[src/rtl/eth_tx_pkg.sv]
// Shared types and widths for the 10G MAC TX stream arbiter.
// Imported by the arbiter top and its round-robin chooser.
package eth_tx_pkg;

  localparam int AXIS_DATA_W = 64;
  localparam int AXIS_USER_W = 80;
  localparam int AXIS_KEEP_W = AXIS_DATA_W / 8;

  typedef enum logic [1:0] {
    ST_IDLE = 2'd0,
    ST_BUSY = 2'd1,
    ST_GAP  = 2'd2
  } state_t;

endpackage

[src/rtl/eth_rr_pick2.sv]
// Two-requester round-robin chooser, purely combinational.
// last_grant_i=1 means port 1 owned the previous frame.
module eth_rr_pick2
  import eth_tx_pkg::*;
(
  input  logic [1:0] req_i,
  input  logic       last_grant_i,
  output logic [1:0] gnt_o
);

  always_comb begin
    gnt_o = 2'b00;
    unique case (req_i)
      2'b01:   gnt_o = 2'b01;
      2'b10:   gnt_o = 2'b10;
      2'b11:   gnt_o = last_grant_i ? 2'b01 : 2'b10;
      default: gnt_o = 2'b00;
    endcase
  end

endmodule

[src/rtl/eth_tx_axis_arbiter.sv]
// Frame-level round-robin arbiter feeding the 10G MAC TX stream,
// with link gating and a programmable inter-frame idle gap.
module eth_tx_axis_arbiter
  import eth_tx_pkg::*;
#(
  parameter int P_DATA_W     = AXIS_DATA_W,
  parameter int P_USER_W     = AXIS_USER_W,
  parameter int P_IFG_CYCLES = 2,
  parameter int P_CNT_W      = 16
) (
  input  logic                  i_clk,
  input  logic                  i_rst_n,
  input  logic                  i_link_up,
  input  logic [P_DATA_W-1:0]   s0_axis_tdata,
  input  logic [P_USER_W-1:0]   s0_axis_tuser,
  input  logic [P_DATA_W/8-1:0] s0_axis_tkeep,
  input  logic                  s0_axis_tlast,
  input  logic                  s0_axis_tvalid,
  output logic                  s0_axis_tready,
  input  logic [P_DATA_W-1:0]   s1_axis_tdata,
  input  logic [P_USER_W-1:0]   s1_axis_tuser,
  input  logic [P_DATA_W/8-1:0] s1_axis_tkeep,
  input  logic                  s1_axis_tlast,
  input  logic                  s1_axis_tvalid,
  output logic                  s1_axis_tready,
  output logic [P_DATA_W-1:0]   m_axis_tdata,
  output logic [P_USER_W-1:0]   m_axis_tuser,
  output logic [P_DATA_W/8-1:0] m_axis_tkeep,
  output logic                  m_axis_tlast,
  output logic                  m_axis_tvalid,
  input  logic                  m_axis_tready,
  output logic [1:0]            o_grant,
  output logic [P_CNT_W-1:0]    o_frame_cnt0,
  output logic [P_CNT_W-1:0]    o_frame_cnt1
);

  localparam int GAP_W =
    (P_IFG_CYCLES > 1) ? $clog2(P_IFG_CYCLES) : 1;
  localparam logic [GAP_W-1:0] GAP_LOAD =
    (P_IFG_CYCLES > 0) ? GAP_W'(P_IFG_CYCLES - 1) : '0;

  state_t             state_q;
  logic [1:0]         grant_q;
  logic               last_q;
  logic [GAP_W-1:0]   gap_q;
  logic [P_CNT_W-1:0] cnt0_q;
  logic [P_CNT_W-1:0] cnt1_q;
  logic [P_CNT_W-1:0] cnt0_d;
  logic [P_CNT_W-1:0] cnt1_d;

  logic       busy;
  logic       sel1;
  logic       beat_last;
  logic [1:0] pick;

  assign busy = (state_q == ST_BUSY);
  assign sel1 = grant_q[1];

  eth_rr_pick2 u_pick (
    .req_i        ({s1_axis_tvalid, s0_axis_tvalid}),
    .last_grant_i (last_q),
    .gnt_o        (pick)
  );

  always_comb begin
    m_axis_tvalid = 1'b0;
    m_axis_tdata  = '0;
    m_axis_tuser  = '0;
    m_axis_tkeep  = '0;
    m_axis_tlast  = 1'b0;
    if (busy) begin
      if (sel1) begin
        m_axis_tvalid = s1_axis_tvalid;
        m_axis_tdata  = s1_axis_tdata;
        m_axis_tuser  = s1_axis_tuser;
        m_axis_tkeep  = s1_axis_tkeep;
        m_axis_tlast  = s1_axis_tlast;
      end else begin
        m_axis_tvalid = s0_axis_tvalid;
        m_axis_tdata  = s0_axis_tdata;
        m_axis_tuser  = s0_axis_tuser;
        m_axis_tkeep  = s0_axis_tkeep;
        m_axis_tlast  = s0_axis_tlast;
      end
    end
  end

  assign s0_axis_tready = busy & grant_q[0] & m_axis_tready;
  assign s1_axis_tready = busy & grant_q[1] & m_axis_tready;

  assign beat_last =
    m_axis_tvalid & m_axis_tready & m_axis_tlast;

  assign cnt0_d = cnt0_q + P_CNT_W'(1);
  assign cnt1_d = cnt1_q + P_CNT_W'(1);

  // last_q resets to 1 so port 0 wins the first tie
  always_ff @(posedge i_clk) begin
    if (!i_rst_n) begin
      state_q <= ST_IDLE;
      grant_q <= 2'b00;
      last_q  <= 1'b1;
      gap_q   <= '0;
      cnt0_q  <= '0;
      cnt1_q  <= '0;
    end else begin
      unique case (state_q)
        ST_IDLE: begin
          if (i_link_up && pick != 2'b00) begin
            grant_q <= pick;
            state_q <= ST_BUSY;
          end
        end
        ST_BUSY: begin
          if (beat_last) begin
            grant_q <= 2'b00;
            last_q  <= sel1;
            if (sel1) cnt1_q <= cnt1_d;
            else      cnt0_q <= cnt0_d;
            if (P_IFG_CYCLES > 0) begin
              state_q <= ST_GAP;
              gap_q   <= GAP_LOAD;
            end else begin
              state_q <= ST_IDLE;
            end
          end
        end
        ST_GAP: begin
          if (gap_q == '0) state_q <= ST_IDLE;
          else             gap_q   <= gap_q - GAP_W'(1);
        end
        default: state_q <= ST_IDLE;
      endcase
    end
  end

  assign o_grant      = grant_q;
  assign o_frame_cnt0 = cnt0_q;
  assign o_frame_cnt1 = cnt1_q;

endmodule

[config.mk]
export PLATFORM = sky130hd
export DESIGN_NAME = eth_tx_axis_arbiter
export DESIGN_NICKNAME = d
export VERILOG_FILES = /design/src/rtl/eth_tx_pkg.sv /design/src/rtl/eth_rr_pick2.sv /design/src/rtl/eth_tx_axis_arbiter.sv
export SDC_FILE = /design/constraint.sdc
export NUM_CORES = 1
export LEC_CHECK = 0
export BUFFER_PORTS_ARGS = -buffer_cell sky130_fd_sc_hd__buf_2
export CELL_PAD_IN_SITES_DETAIL_PLACEMENT = 0
export CELL_PAD_IN_SITES_GLOBAL_PLACEMENT = 1
export CORE_AREA = 2 2 193 195
export DETAILED_ROUTE_END_ITERATION = 7
export DIE_AREA = 0 0 195 197
export PLACE_DENSITY = 0.6
export REMOVE_ABC_BUFFERS = 1
export SLEW_MARGIN = 20
export SYNTH_ARGS = -nofsm -noshare
export SYNTH_HDL_FRONTEND = slang
export SYNTH_HIERARCHICAL = 1
export SYNTH_SLANG_ARGS = --single-unit
[constraint.sdc]
create_clock -name i_clk -period 1.8 [get_ports i_clk]
set_input_delay 0 -clock i_clk [delete_from_list [all_inputs] [get_ports i_clk]]
set_output_delay 0 -clock i_clk [all_outputs]
set_load 0.005 [all_outputs]
==> metrics.md, run 1 <==
| Metric | Value |
|---|---|
| Tcrit/Tclk final | `0.9704` |
| Seq/Total Area, Yosys | `0.1895` |
| R2R cell count | `5` |
| Synth area leaders | `mux2i_1, dfxtp_1, nor2_1` |
| Hold path startpoint | `i_rst_n` |
| Detail Route Antenna Nets | `0` |
| Synth Cell Area | `4015 sq um` |
| Tightest Hold Check Type | `in -> reg` |
| Initial Util | `0.1107` |
| Final max-slew violation count | `0` |
| Drt pass-1 iters | `7` |
| Hold_buf cts | `0` |
| Number of synthesized register bits | `38` |
| Layout cells sized above 1 | `0.5354` |
| Crit. End Element | `flip-flop` |
| Nets | `1373` |
| Vias | `5976` |
| CTS Root Cell | `clkbuf_16` |
| Max VDD drop | `311.5 uV` |
| R2R Path Start | `o_grant[1]$_SDFFE_PN0P_` |
| Worst Hold Path Cells | `3` |
| Crit-path max FO | `7` |
| Clock period minus worst slack | `1747 ps` |
| Cell count after synthesis | `554` |
| CTS buffer count | `5` |
| Wire per inst | `17.45 um` |
| Required time worst endpoint | `2010 ps` |
| Routability Congestion | `0.8575` |
| Global route total overflow | `0` |
| Number of H-tree levels | `2` |
| FMAX | `572.5 MHz` |
| Die area | `38420 sq um` |
| Die Y-Extent | `197 um` |
| Fin. Hold Viols | `0` |
| Synth unique cells | `35` |
| Top cell type's share of synthesized area | `0.3814` |
| Rel. slew slack | `0.5283` |
| Reg2Reg Setup Slack | `50 ps` |
| MaxCap Viol Count | `0` |
| Core region area | `36260 sq um` |
| Overall global routing resource usage | `0.1287` |
| WHS Endpoint | `gap_q$_SDFFE_PN0P_` |
| Area growth, synth to finish | `89.28%` |
| Worst Skew | `4.022 ps` |
| Vias in the first global route | `5727` |
| Largest net degree at the start of global routing | `65` |
| Worst skew pair latency | `280 ps` |
| Final WL | `26.74 mm` |
| DRT iter0 DRCs | `232` |
| Crit path launch type | `flip-flop` |
| PortBufs | `501` |
| Util after Layout | `0.2096` |
| Clock slew at reported path FFs | `60 ps` |
| Setup violators final | `0` |
| Worst r2r dst | `o_frame_cnt1[13]$_SDFFE_PN0P_` |
| CP Data Arrival Time | `1960 ps` |
| Hpwl dp | `22.71 mm` |
| Initial antenna violation count | `7` |
| PD cells | `408.1 nW/um^2` |
| IO Count | `502` |
| First-pass GRT wire length | `37.27 mm` |
| Die width | `195 um` |
| CTS Buffer Depth | `2` |
| Residual DRC count | `0` |
| Status | `finished, final reports clean` |
| Leakage Power | `3.728 nW` |
| Syn avg cell area | `7.247 sq um` |
| Ys flop type | `dfxtp_1` |
| Slew @ Worst Pin | `706.5 ps` |
| RSZ-0062 raised after global routing | `yes` |
| Setup CP Type | `reg -> reg` |
| Total power | `0.003101 W` |
| Largest area contributor in the netlist | `mux2i_1` |
| Number of synthesized flops with an enable pin | `0` |
| CTS tree | `done` |
| Clk sinks | `38` |
| DR vias/cell | `3.901` |
| Ys Warns | `6` |
| FFs w/ async S/R, synth | `0` |
| # rows | `70` |
[worst max-delay path by stage]
stage                                 start                            end  slack [ps]  cells past startpoint
global placement    state_q[1]$_SDFFE_PN0P_  o_frame_cnt1[13]$_SDFFE_PN0P_         -60                      5
detailed placement  state_q[1]$_SDFFE_PN0P_  o_frame_cnt1[11]$_SDFFE_PN0P_         -50                      5
CTS                 state_q[1]$_SDFFE_PN0P_  o_frame_cnt1[13]$_SDFFE_PN0P_           3                      5
finish              o_grant[1]$_SDFFE_PN0P_  o_frame_cnt1[13]$_SDFFE_PN0P_          50                      5
floorplan           o_grant[1]$_SDFFE_PN0P_  o_frame_cnt1[15]$_SDFFE_PN0P_       -5650                      4
global route        o_grant[1]$_SDFFE_PN0P_                m_axis_tdata[1]          -3                      5
[cells in the mapped netlist (9+ instances only)]
cell type	instances
nand3_1	16
or4_1	9
or3_1	11
buf_1	16
dfxtp_1	38
clkbuf_1	19
nand2_1	15
nor2_1	167
a21oi_1	24
o21ai_0	13
mux2i_1	153
[layer usage]
| layer | track usage | up-vias | share of wire |
|---|---|---|---|
| met2 | 0.2218 | 239 | 0.50 |
| met3 | 0.03987 | 24 | 0.078 |
| li1 | - | 2945 | - |
| met4 | 0.03421 | 0 | 0.015 |
| met1 | 0.1548 | 2768 | 0.41 |
| met5 | 0 | - | 0 |
[final cells by class]
type                            instances  area (sq um)
Inverter                                9         33.78
Clock buffer                            7         163.9
Antenna cell                            5         12.51
Tap cell                              468         585.6
Fill cell                            4218         28660
Timing Repair Buffer                  541          2922
Multi-Input combinational cell        464          3115
Sequential cell                        38         767.0
[power by group]
part / switching, W / internal, W
clock network: 0.000333 / 0.000628
registers: 0.00000731 / 0.000846
logic: 0.000645 / 0.000642
[metrics by stage]
| stage | cell area [sq um] | cells | hold WS, ps | setup slack, ps | TNS, ps |
|---|---|---|---|---|---|
| after floorplan | 3844 | 511 | 130.2 | -5652 | -805350 |
| after CTS | 7535 | 1526 | 12.61 | 2.653 | 0 |
| final | 7600 | 1532 | 9.616 | 53.35 | 0 |
| after global routing | 7600 | 1532 | 28.93 | -3.016 | -3.016 |
| after global placement | 7276 | 1517 | 299.2 | -58.77 | -218.7 |
| after detailed placement | 7276 | 1517 | 305.0 | -53.63 | -187.7 |
[sequential cells by signal, summed over array words and instances (netlist names)]
signal        flops
gap_q             1
o_frame_cnt0     16
state_q           2
last_q            1
o_grant           2
o_frame_cnt1     16
[critical path, cell delays in order, from the launching register on]
cell	delay, ps
dfxtp_4	410
nand3_2	90
or4_4	540
buf_6	150
or3_4	360
a21oi_2	120
[cells by family after synthesis]
kind of cell,Yosys count,synth area share
buffers and inverters,52,0.05111
and+or+nand+nor,248,0.2758
xor gates and xnor gates,12,0.02618
DFF,38,0.1895
muxes,153,0.3814
AOI/OAI and AO/OA,49,0.06981
adders and majority gates,2,0.006231
[timing repair]
action                                  4_1_cts  5_1_grt
resized for setup                             6       13
endpoints found under the setup margin       17       13
pin swaps                                     2        3
gates cloned                                  2        0
buffers inserted                              0        1
[cells in the final DEF (no fill, tap or decap), types with 2 or more instances in the layout]
master       n
mux2i_1    152
buf_12       2
nor2_1     167
buf_4       33
dfxtp_2      2
or4_1        5
or3_4        2
or4_4        4
clkbuf_16    6
xor2_1       6
nand2_1     15
dfxtp_1     35
nand3_2      2
nand2b_4     2
and2_1       4
o31ai_1      5
nand3_1     14
ha_1         2
or3_1        9
buf_2      501
and4_1       3
buf_16       3
inv_1        8
nor4_1       5
diode_2      5
and3b_1      2
and3_1       2
o21ai_0     13
xnor2_1      6
a21oi_1     22
a21oi_2      2
nand4_1      8
Note: power is estimated with default switching activity, not from simulation.
==> inputs of run 2 (changes only) <==
CTS_BUF_LIST = sky130_fd_sc_hd__clkbuf_4   (was not set)
==> run 2 against run 1 <==
The run now ends with negative setup slack left. Critical path depth is the same. Cell area increased by 1.1%. Wire length rose by 1.7%. Worst hold slack better by 76 ps. Flip-flop and latch count unchanged. Combinational power up 5%. Via count increased by 0.12%. Register-to-register slack worse by 70 ps. Critical path type unchanged.
==> metrics.md, run 2 (synthesis results as in run 1) <==
| Metric | Value |
|---|---|
| Status | `complete, but fails checks` |
| Failing checks | `negative setup slack` |
| Die width | `195 um (unchanged)` |
| Overall global routing resource usage | `0.1298 (+0.001089)` |
| CP Data Arrival Time | `2080 ps (+120 ps)` |
| Clk sinks | `38 (unchanged)` |
| CP top delay family | `simple AND/OR/NAND/NOR gates` |
| Vias in the first global route | `5781 (+0.94%)` |
| Required time worst endpoint | `2070 ps (+60 ps)` |
| Tcrit/Tclk final | `1.007 (+0.03708)` |
| Crit. End Element | `flip-flop` |
| Die area | `38420 sq um (unchanged)` |
| IO Count | `502 (unchanged)` |
| CTS Buffer Depth | `2 (unchanged)` |
| Crit-path max FO | `7 (unchanged)` |
| Tightest Hold Check Type | `in -> reg` |
| Area growth, synth to finish | `91.27%` |
| Drt pass-1 iters | `6 (-1)` |
| Fin. Hold Viols | `0 (unchanged)` |
| Slew @ Worst Pin | `679.1 ps (-27.33 ps)` |
| MaxCap Viol Count | `0 (unchanged)` |
| Layout cells sized above 1 | `0.5408 (+0.005434)` |
| Global route total overflow | `0 (unchanged)` |
| Worst path cell trace | `nand3b_1 > buf_4 > or4_4 > or4_4 > a21oi_1` |
| PortBufs | `501 (unchanged)` |
| Dpl ws | `-53.63 ps (unchanged)` |
| CTS tree | `done` |
| Detail Route Antenna Nets | `0 (unchanged)` |
| Vias | `5983 (+0.12%)` |
| Final max-slew violation count | `0 (unchanged)` |
| Placed cell areas | `7276 sq um (unchanged)` |
| Largest net degree at the start of global routing | `65 (unchanged)` |
| Worst skew pair latency | `340 ps (+60 ps)` |
| First-pass GRT wire length | `37.62 mm (+0.94%)` |
| Residual DRC count | `0 (unchanged)` |
| Rel. slew slack | `0.5466 (+0.01824)` |
| # rows | `70 (unchanged)` |
| Clock slew at reported path FFs | `120 ps (+60 ps)` |
| Initial Util | `0.1107 (unchanged)` |
| CTS Root Cell | `clkbuf_4` |
| RSZ-0062 raised after global routing | `yes` |
| FMAX | `551.5 MHz (-3.7%)` |
| Worst Setup Slack, final | `-13.40 ps (-66.75 ps)` |
| Routability Congestion | `0.8575 (unchanged)` |
| Leakage Power | `3.753 nW (+0.66%)` |
| Final WL | `27.20 mm (+1.7%)` |
| PD cells | `360.6 nW/um^2 (-12%)` |
| Initial antenna violation count | `8 (+1)` |
| CP dominant cell by count | `or4_4` |
| Dpl cells | `1517 (unchanged)` |
| Nets | `1379 (+0.44%)` |
| CTS buffer count | `5 (unchanged)` |
| Clock period minus worst slack | `1813 ps (+66.75 ps)` |
| Number of H-tree levels | `2 (unchanged)` |
| Max VDD drop | `322.6 uV (+3.6%)` |
| Setup CP Type | `reg -> reg` |
| Post-route cell area | `7680 sq um (+1.1%)` |
| Buf+Inv Stages, Crit Path | `1 (unchanged)` |
| Commonest non-fill, non-tap cells in the layout | `buf_2, nor2_1, mux2i_1` |
| Core region area | `36260 sq um (unchanged)` |
| CP max stage cell | `or4_4` |
| CP max stage delay | `460 ps (-80 ps)` |
| Crit path launch type | `flip-flop` |
| WHS | `85.28 ps (+75.66 ps)` |
| Wire per inst | `17.67 um (+1.3%)` |
| DRT iter0 DRCs | `211 (-9.1%)` |
| Worst Skew | `9.987 ps (+5.965 ps)` |
| Layout Cells excl Fill | `1539 (+0.46%)` |
| Leading cell type in the layout, fill and taps excluded | `buf_2` |
| DR vias/cell | `3.888 (-0.34%)` |
| Die Y-Extent | `197 um (unchanged)` |
| Setup violators final | `1 (+1)` |
| Hpwl dp | `22.71 mm (unchanged)` |
==> run 2: cell types whose count changed in the layout (fill, tap and decap cells not counted), sizes merged <==
cell | previous run | this run
buf | 540 | 543
bufbuf | 1 | 2
bufinv | 0 | 1
clkbuf | 7 | 6
clkinv | 0 | 1
diode | 5 | 6
dlygate4sd3 | 0 | 1
==> run 2: worst reg2reg max path: stages (launching register included) <==
cell      delay, ps
dfxtp_2         340
nand3b_1        200
buf_4           170
or4_4           460
or4_4           430
a21oi_1         140
==> run 2: layer usage <==
metal  vias to the layer above  wire length, um  GRT usage
met1                      2752            11150     0.1564
met4                         0              234    0.03449
met5                         -                0          0
li1                       2963                -          -
met2                       250            13610     0.2241
met3                        18             2201    0.03936
==> run 2: what timing repair did <==
item                                   CTS  global route
resized for setup                       19            13
buffers inserted                         1             3
hold buffers                             1             0
setup endpoints to repair               46            59
endpoints found under the hold margin    3             0
pin swaps                                7             2
gates cloned                             3             1
==> run 2: layout make-up <==
type / count / area (sq um)
clock inverter: 2 / 33.78
tap: 468 / 585.6
antenna: 6 / 15.01
fill: 4227 / 28580
multi-input combinational: 464 / 3173
inverter: 9 / 33.78
clock buffer: 5 / 37.54
sequential: 38 / 765.7
timing repair buffer: 547 / 3035
==> run 2: where the power goes <==
group | switching (W) | leakage (nW) | total (W) | internal (W)
Sequential | 0.00000859 | 0.308 | 0.000854 | 0.000846
Clock | 0.000284 | 0.0387 | 0.000565 | 0.000281
Combinational | 0.000668 | 3.41 | 0.00135 | 0.000682
==> run 2: worst paths after layout <==
path / slack (ps) / endpoint / depth (start not counted) / startpoint
hold reg to reg: 460 / gap_q$_SDFFE_PN0P_ / 2 / gap_q$_SDFFE_PN0P_
setup / recovery: -10 / o_frame_cnt0[11]$_SDFFE_PN0P_ / 5 / state_q[1]$_SDFFE_PN0P_
hold / removal: 90 / o_grant[1]$_SDFFE_PN0P_ / 4 / s0_axis_tvalid
setup reg to reg: -10 / o_frame_cnt0[11]$_SDFFE_PN0P_ / 5 / state_q[1]$_SDFFE_PN0P_
==> run 2: metrics by stage <==
step | power (W) | TNS (ps) | utilization
3_5_place_dp | 0.002140 | -187.7 | 0.2007
4_1_cts | 0.002791 | -13.14 | 0.2083
5_1_grt | 0.002960 | -730.0 | 0.2118
3_3_place_gp | 0.002141 | -218.7 | 0.2007
6_report | 0.002769 | -13.40 | 0.2118
2_1_floorplan | 0.001475 | -805350 | -
